### config.mk
export PLATFORM = sky130hd
export DESIGN_NAME = sonic_cb_reader
export DESIGN_NICKNAME = d
export VERILOG_FILES = /design/src/rtl/sonic_cb_reader.sv
export SDC_FILE = /design/constraint.sdc
export NUM_CORES = 1
export LEC_CHECK = 0
export ABC_CLOCK_PERIOD_IN_PS = 3350
export BUFFER_PORTS_ARGS = -buffer_cell sky130_fd_sc_hd__clkbuf_2
export CORE_ASPECT_RATIO = 1.2
export CORE_MARGIN = 5
export CORE_UTILIZATION = 52
export CTS_CLUSTER_DIAMETER = 50
export DETAILED_ROUTE_END_ITERATION = 8
export MAX_ROUTING_LAYER = met4
export PLACE_DENSITY = 0.81
export SYNTH_ARGS = -nofsm -noshare
export SYNTH_HDL_FRONTEND = slang
export SYNTH_SLANG_ARGS = --single-unit
### constraint.sdc
create_clock -name clk -period 3.35 [get_ports clk]
set_input_delay 0.1675 -clock clk [delete_from_list [all_inputs] [get_ports clk]]
set_output_delay 0.1675 -clock clk [all_outputs]
set_load 0.005 [all_outputs]
### src/rtl/sonic_cb_reader.sv
`default_nettype none
// +--------------------------------------------------------------------------+
// | sonic_cb_reader : circular-buffer read stage, pointer tracking, 2-entry  |
// |                   latency buffer and valid/ready output stream           |
// | Revision        : 1.0                                                    |
// +--------------------------------------------------------------------------+
module sonic_cb_reader #(
  parameter int ADDR_WIDTH = 13,
  parameter int DATA_WIDTH = 8
) (
  input  logic                  clk,
  input  logic                  rst,
  input  logic [ADDR_WIDTH:0]   wr_ptr,
  input  logic                  flush,
  output logic [ADDR_WIDTH-1:0] mem_rd_address,
  output logic                  mem_rd_enable,
  input  logic [DATA_WIDTH-1:0] mem_rd_data,
  output logic [DATA_WIDTH-1:0] out_data,
  output logic                  out_valid,
  input  logic                  out_ready,
  output logic [ADDR_WIDTH:0]   rd_ptr,
  output logic [ADDR_WIDTH:0]   level,
  output logic                  empty,
  output logic                  overrun
);

  localparam logic [ADDR_WIDTH:0] C_DEPTH = {1'b1, {ADDR_WIDTH{1'b0}}};

  logic [ADDR_WIDTH:0]   r_rd_ptr;
  logic                  r_overrun;
  logic                  r_inflight;
  logic [1:0]            r_cnt;
  logic [DATA_WIDTH-1:0] r_head;
  logic [DATA_WIDTH-1:0] r_tail;

  logic [ADDR_WIDTH:0]   w_level;
  logic                  w_empty;
  logic                  w_avail;
  logic                  w_valid;
  logic                  w_pop;
  logic                  w_push;
  logic [2:0]            w_occ;
  logic                  w_issue;

  assign w_level = wr_ptr - r_rd_ptr;
  assign w_empty = (wr_ptr == r_rd_ptr);
  assign w_avail = !w_empty && !r_overrun;
  assign w_valid = (r_cnt != 2'd0);
  assign w_pop   = w_valid && out_ready;
  assign w_push  = r_inflight;

  // Occupancy after this cycle's pop; a pop never exceeds buffered entries.
  assign w_occ   = {1'b0, r_cnt} + {2'b00, r_inflight} - {2'b00, w_pop};
  assign w_issue = w_avail && !flush && (w_occ < 3'd2);

  always_ff @(posedge clk) begin
    if (rst) begin
      r_rd_ptr   <= '0;
      r_overrun  <= 1'b0;
      r_inflight <= 1'b0;
      r_cnt      <= 2'd0;
      r_head     <= '0;
      r_tail     <= '0;
    end else if (flush) begin
      // Clearing the in-flight flag drops the pending return word.
      r_rd_ptr   <= wr_ptr;
      r_overrun  <= 1'b0;
      r_inflight <= 1'b0;
      r_cnt      <= 2'd0;
    end else begin
      r_inflight <= w_issue;
      if (w_issue) begin
        r_rd_ptr <= r_rd_ptr + 1'b1;
      end
      if (w_level > C_DEPTH) begin
        r_overrun <= 1'b1;
      end
      case ({w_pop, w_push})
        2'b11: begin
          if (r_cnt == 2'd2) begin
            r_head <= r_tail;
            r_tail <= mem_rd_data;
          end else begin
            r_head <= mem_rd_data;
          end
        end
        2'b10: begin
          if (r_cnt == 2'd2) begin
            r_head <= r_tail;
          end
          r_cnt <= r_cnt - 2'd1;
        end
        2'b01: begin
          if (r_cnt == 2'd0) begin
            r_head <= mem_rd_data;
          end else begin
            r_tail <= mem_rd_data;
          end
          r_cnt <= r_cnt + 2'd1;
        end
        default: begin
        end
      endcase
    end
  end

  assign mem_rd_address = r_rd_ptr[ADDR_WIDTH-1:0];
  assign mem_rd_enable  = w_issue;
  assign out_data       = r_head;
  assign out_valid      = w_valid;
  assign rd_ptr         = r_rd_ptr;
  assign level          = w_level;
  assign empty          = w_empty;
  assign overrun        = r_overrun;

endmodule
`default_nettype wire

---- Yosys cells after proc, flatten, opt, wreduce, memory -nomap -nowiden ----
Index checks and enable logic that the tools add are counted.
storage, ports and cells
  word-level logic and storage cells ...... 50
  register bits after elaboration ......... 34
  output and inout bits ................... 53
  bits of input ports ..................... 26
cells by class
  bitwise logic cells ..................... 1
  add/sub/neg operators ................... 6
  reduce and logical (&&, ||, !) cells .... 16
  mux-type cells .......................... 10
  equality and inequality tests ........... 9
  $lt $le $gt $ge ......................... 2
operators by type and width
  kind                                                                  number
  8-bit two-way mux                                                     5
  14-bit two-way mux                                                    2
  8-bit case mux with 3 select lines                                    1
  8-bit case mux with 2 select lines                                    1
  14-bit by 1-bit adder with 14-bit output, second input constant       1
  14-bit == test                                                        1
  14-bit > comparator, second input constant                            1
  14-bit subtractor                                                     1
  2-bit inequality test, second input constant                          4
  4-bit AND reduction                                                   2
  2-bit nonzero test                                                    4
  2-bit == test, second input constant                                  3
  1-bit logical AND                                                     4
  2-bit case mux with 2 select lines                                    1
  2-bit by 1-bit adder with 3-bit output                                1
  1-bit logical NOT                                                     3
  3-bit by 2-bit < comparator with 1-bit output, second input constant  1
  3-bit nonzero test                                                    1
  3-bit by 1-bit subtractor with 3-bit output                           1
  2-bit by 1-bit adder with 2-bit output, second input constant         1
  2-bit by 1-bit == test with 1-bit output, second input constant       1
  2-bit logical NOT                                                     1
  2-bit OR reduction                                                    1
  2-bit by 1-bit subtractor with 2-bit output, second input constant    1
  1-bit NOT                                                             1

---- Depth between registers and ports, before layout ----
  depth in word-level cells ............... 7
  mapped depth ............................ 17
  depth with buffers taken out ............ 15

---- Worst setup path after synthesis ----
OpenSTA, ideal clock, no wires.
  path kind ............................... flip-flop to flip-flop
  start ................................... register r_cnt[0]
  end ..................................... register r_rd_ptr[5], in the netlist rd_ptr[5]
  required time ........................... 3.225 ns
  buffers on the path ..................... 2
  slack ................................... 0.356 ns
  library setup time ...................... 0.125 ns
  arrival time ............................ 2.869 ns
  cell stages (with the launch flop) ...... 16
  period minus slack after synthesis ...... 2.994 ns
  cell sequence ........................... dfxtp_1 -> clkbuf_1 -> inv_1 -> nand2_1 -> nand2_1 -> inv_1 -> ha_1 -> nor2_1 -> fa_1 -> nor4_2 -> o41ai_4 -> nand2b_1 -> clkbuf_1 -> a21bo_1 -> a222oi_1 -> nor2_1
on the way
  cells in the longest elaborated chain, start to end .. 6
  elaborated cells on any way between the ends .. 7
  classes of those cells .................. add/sub: 2; order compare: 1; reduce/logical: 4
ends and longest elaborated chain
  item                                           line  source
  from (decl)                                    32    logic [1:0] r_cnt;
  from (signal assigned)                         91    r_cnt <= r_cnt - 2'd1;
  from (signal assigned)                         99    r_cnt <= r_cnt + 2'd1;
  2-bit nonzero test                             48    assign w_valid = (r_cnt != 2'd0);
  via out_valid                                  19    output logic out_valid,
  1-bit logical AND                              49    assign w_pop = w_valid && out_ready;
  3-bit by 1-bit subtractor with 3-bit output    53    assign w_occ = {1'b0, r_cnt} + {2'b00, r_inflight} - {2'b00, w_pop};
  3-bit by 2-bit < comparator with 1-bit output  54    assign w_issue = w_avail && !flush && (w_occ < 3'd2);
  1-bit logical AND                              54
  2-bit nonzero test (no line)                   n/a
  to (signal assigned)                           66    r_rd_ptr <= wr_ptr;
  to (signal assigned)                           73    r_rd_ptr <= r_rd_ptr + 1'b1;
  to (decl)                                      29    logic [ADDR_WIDTH:0] r_rd_ptr;
The timed path passes the listed nets, and every way through them passes these cells.
A chain may end at the register's enable or synchronous reset.

---- Worst setup path in the final report ----
  start ................................... register r_cnt[0]
  end ..................................... register r_rd_ptr[9], in the netlist rd_ptr[9]
on the way
  cells in the longest elaborated chain, start to end .. 6
  elaborated cells on any way between the ends .. 7
  classes of those cells .................. add/sub: 2; order compare: 1; reduce/logical: 4
ends and longest elaborated chain
  item                                                                            line
  branches (longest 2 deep; another with 2-bit by 1-bit adder with 3-bit output)  n/a
  3-bit by 1-bit subtractor with 3-bit output (*)                                 53
  3-bit by 2-bit < comparator with 1-bit output (*)                               54
  1-bit logical AND (*)                                                           54
  2-bit nonzero test (no line) (*)                                                n/a
Every way passes the cells marked *.

==> results.sh <==
export IMPL_critPathCaptureType="flip-flop"
export IMPL_clk_latency_ns=0.30
export IMPL_hp_class="input pin to flip-flop"
export IMPL_drive_above_1_share_pct=27.95
export IMPL_diodes=0
export IMPL_setup_viol=0
export IMPL_period_share_pct=91.73
export IMPL_overflow=0
export IMPL_place_congestion=0.9194
export IMPL_pin_count=79
export IMPL_critPathTopFamily="simple AND/OR/NAND/NOR gates"
export IMPL_syn_num_nets=373
export IMPL_dr_pass1_iters=4
export IMPL_fp_dieH_um=87.80
export IMPL_cp_depth=14
export IMPL_rsz0062_at_grt="false"
export IMPL_clk_pin_slew_ns=0.07
export IMPL_reg2reg_depth=14
export IMPL_p_per_area_nw_per_um2=445.6
export IMPL_seq_area_frac_synth_pct=25.95
export IMPL_drc=0
export IMPL_synth_seq_cells=34
export IMPL_critPathSlowestCell="fa_1"
export IMPL_max_freq_mhz=325.4
export IMPL_r2r_slack_ns=0.28
export IMPL_r2r_start="r_cnt[0]$_SDFFE_PP0N_"
export IMPL_h_tree_depth=2
export IMPL_period_needed_ns=3.073
export IMPL_cts_root_buf="clkbuf_8"
export IMPL_crit_start="r_cnt[0]$_SDFFE_PP0N_"
export IMPL_wl_mm=6.833
export IMPL_startpoint_type="flip-flop"
export IMPL_grt_max_degree=35
export IMPL_path_max_fanout=12
export IMPL_grt_pass1_wl_mm=10.87
export IMPL_antenna_found_initial=0
export IMPL_status="finished clean"
export IMPL_cp_required_ns=3.57
export IMPL_worst_path_most_repeated_cell="nand2_1"
export IMPL_layout_nets=436
export IMPL_critPathBufInv=3
export IMPL_ys_types=50
export IMPL_avgRoutedWirePerCell_um=15.18
export IMPL_synth_area_sq_um=2623
export IMPL_p_leak_nw=1.468
export IMPL_p_total_w=0.001367
export IMPL_hold_buffers=0
export IMPL_antenna_left=0
export IMPL_hold_depth=3
export IMPL_drt_iter0_markers=110
export IMPL_drv_slew=0
export IMPL_grt_pass1_vias=2440
export IMPL_slew_headroom_pct=51.86
export IMPL_max_stage_delay_ns=0.46
export IMPL_cts_sinks=34
export IMPL_via_per_inst=5.787
export IMPL_final_hold_viol_count=0
export IMPL_tightest_slew_ns=0.7220
export IMPL_synth_edf_count=0
export IMPL_fin_tns_setup_ns=0
export IMPL_cp_arrival_ns=3.30
export IMPL_start_util_pct=53.47
export IMPL_peakVddDrop_mv=0.3543
export IMPL_num_vias=2604
export IMPL_port_buffers=78
export IMPL_grt_use_total_pct=21.40
export IMPL_max_cap_violations=0
export IMPL_cts_tree="done"
export IMPL_postSynthCellCount=326
export IMPL_finClkSkew_ns=0.01006
export IMPL_synth_area_leaders="dfxtp_1 26%, ha_1 9.1%, nor2_1 4.9%"
export IMPL_yosys_warnings=0
export IMPL_dpl_hpwl_mm=5.249
export IMPL_core_area_sq_um=4905
export IMPL_numCtsBuffers=5
export IMPL_synth_ff_type="dfxtp_1"
export IMPL_synthArstFlopShare_pct=0
export IMPL_critical_path_cell_chain="inv_1 -> nand2_1 -> nand2_1 -> inv_1 -> ha_1 -> nor2_1 -> fa_1 -> nor4_4 -> o41ai_4 -> inv_2 -> nand2_1 -> nor4_1 -> a221oi_1 -> nor2_1"
export IMPL_nFillCells=441
export IMPL_rows=28
export IMPL_avgSynthCellArea_sq_um=8.045
export IMPL_min_delay_start="wr_ptr[8]"
export IMPL_area_delta_synth_final_pct=16.94
export IMPL_critical_path_class="flip-flop to flip-flop"
export IMPL_clock_path_buffers=2
export IMPL_dieArea_sq_um=6570
export IMPL_die_w_um=74.83
export IMPL_synth_top_area_share_pct=25.95
export IMPL_synth_largest_area_cell="dfxtp_1"
flip-flops by register name, indices dropped and copies added (netlist names):
name        cells
overrun         1
rd_ptr         14
r_tail          8
r_cnt           2
out_data        8
r_inflight      1
power breakdown:
part           switching (W)  internal, W  total, W
registers          0.0000356     0.000436  0.000471
logic               0.000295     0.000236  0.000531
clock network       0.000157     0.000208  0.000364
total               0.000487     0.000880   0.00137
repair_timing:
item,4_1_cts,5_1_grt
setup buffers,0,3
endpoints found under the setup margin,0,10
resized for setup,0,2
worst paths after layout:
check | to
min | rd_ptr[8]$_SDFFE_PP0P_
max | rd_ptr[9]$_SDFFE_PP0P_
min reg2reg | out_data[7]$_SDFFE_PP0P_
max reg2reg | rd_ptr[9]$_SDFFE_PP0P_
cell type report:
cell class / instances / area, sq um / area share [%]
flip-flops and latches: 34 / 680.7 / 22.20
clock buffers: 8 / 110.1 / 3.590
inverters: 25 / 93.84 / 3.060
repair buffers: 85 / 455.4 / 14.85
multi-input cells: 238 / 1652 / 53.86
well taps: 60 / 75.07 / 2.448
routing by layer:
metal  vias to the layer above  track usage, %  share of wire [%]
li1                       1299               -                  -
met1                      1212           24.95                 42
met2                        83           36.85                 50
met3                        10           2.755                5.8
met4                         0           7.929                1.5
met5                         -               -                  0
placed cells by master, fill, tap and decap left out, types with 2 or more instances in the layout:
| master | instances |
|---|---|
| mux2i_1 | 10 |
| buf_4 | 6 |
| nand2b_1 | 2 |
| o21ai_0 | 16 |
| nor4_1 | 8 |
| xnor2_1 | 8 |
| a221oi_1 | 13 |
| dfxtp_1 | 34 |
| xor2_1 | 5 |
| nor3_1 | 14 |
| a31o_2 | 2 |
| clkbuf_2 | 78 |
| o21a_1 | 2 |
| a21oi_1 | 25 |
| a21o_1 | 7 |
| nand3_1 | 9 |
| a211oi_1 | 2 |
| nand2_1 | 21 |
| a221oi_2 | 3 |
| clkbuf_8 | 8 |
| or3_1 | 2 |
| o211ai_1 | 2 |
| inv_1 | 24 |
| a31oi_1 | 3 |
| o2111ai_1 | 2 |
| and3_1 | 7 |
| ha_1 | 19 |
| fa_1 | 2 |
| and3_2 | 3 |
| nor2_1 | 34 |
logic make-up after synthesis:
group           after synthesis  synth area share [%]
compound gates               86                 23.43
xor+xnor                     13                 4.342
fa+ha+maj                    21                 10.59
buf+inv                      54                 11.50
flops                        34                 25.95
mux                          11                 4.246
simple gates                107                 19.94
cell usage after synthesis, types with 2 or more instances:
cell and number:
a31o_2 2, dfxtp_1 34, clkbuf_1 8, buf_6 2
nand3_1 9, o211ai_1 2, ha_1 19, o21ai_0 16
nand2_1 21, o21a_1 2, a221oi_2 3, a31oi_1 3
xor2_1 5, fa_1 2, xnor2_1 8, and3_1 7
nor3_1 14, a21o_1 7, mux2i_1 10, o2111ai_1 2
a211oi_1 2, buf_4 15, inv_1 24, nor4_1 8
nor2_1 34, or3_1 2, and3_2 3, a221oi_1 13
clkbuf_8 2, nand2b_1 3, a21oi_1 25
through the flow:
stage / setup slack [ns] / util (%) / hold slack, ns / std cells / area (sq um)
global route: 0.008614 / 62.53 / 0.1482 / 450 / 3067
floorplan: 0.3557 / - / 0.3035 / 326 / 2623
global placement: 0.2628 / 59.34 / 0.4218 / 439 / 2910
detailed placement: 0.1303 / 59.34 / 0.4286 / 439 / 2910
CTS: 0.1269 / 61.58 / 0.1280 / 447 / 3020
finish: 0.2772 / 62.53 / 0.1245 / 450 / 3067
worst register-to-register path: cells and delay by family, from the launching register on:
family	cells	cell delay, ns
simple gates	7	1.13
fa+ha+maj	2	0.70
flops	1	0.44
buf+inv	3	0.44
compound gates	2	0.30
No activity file was read; power rests on OpenSTA's default activity.
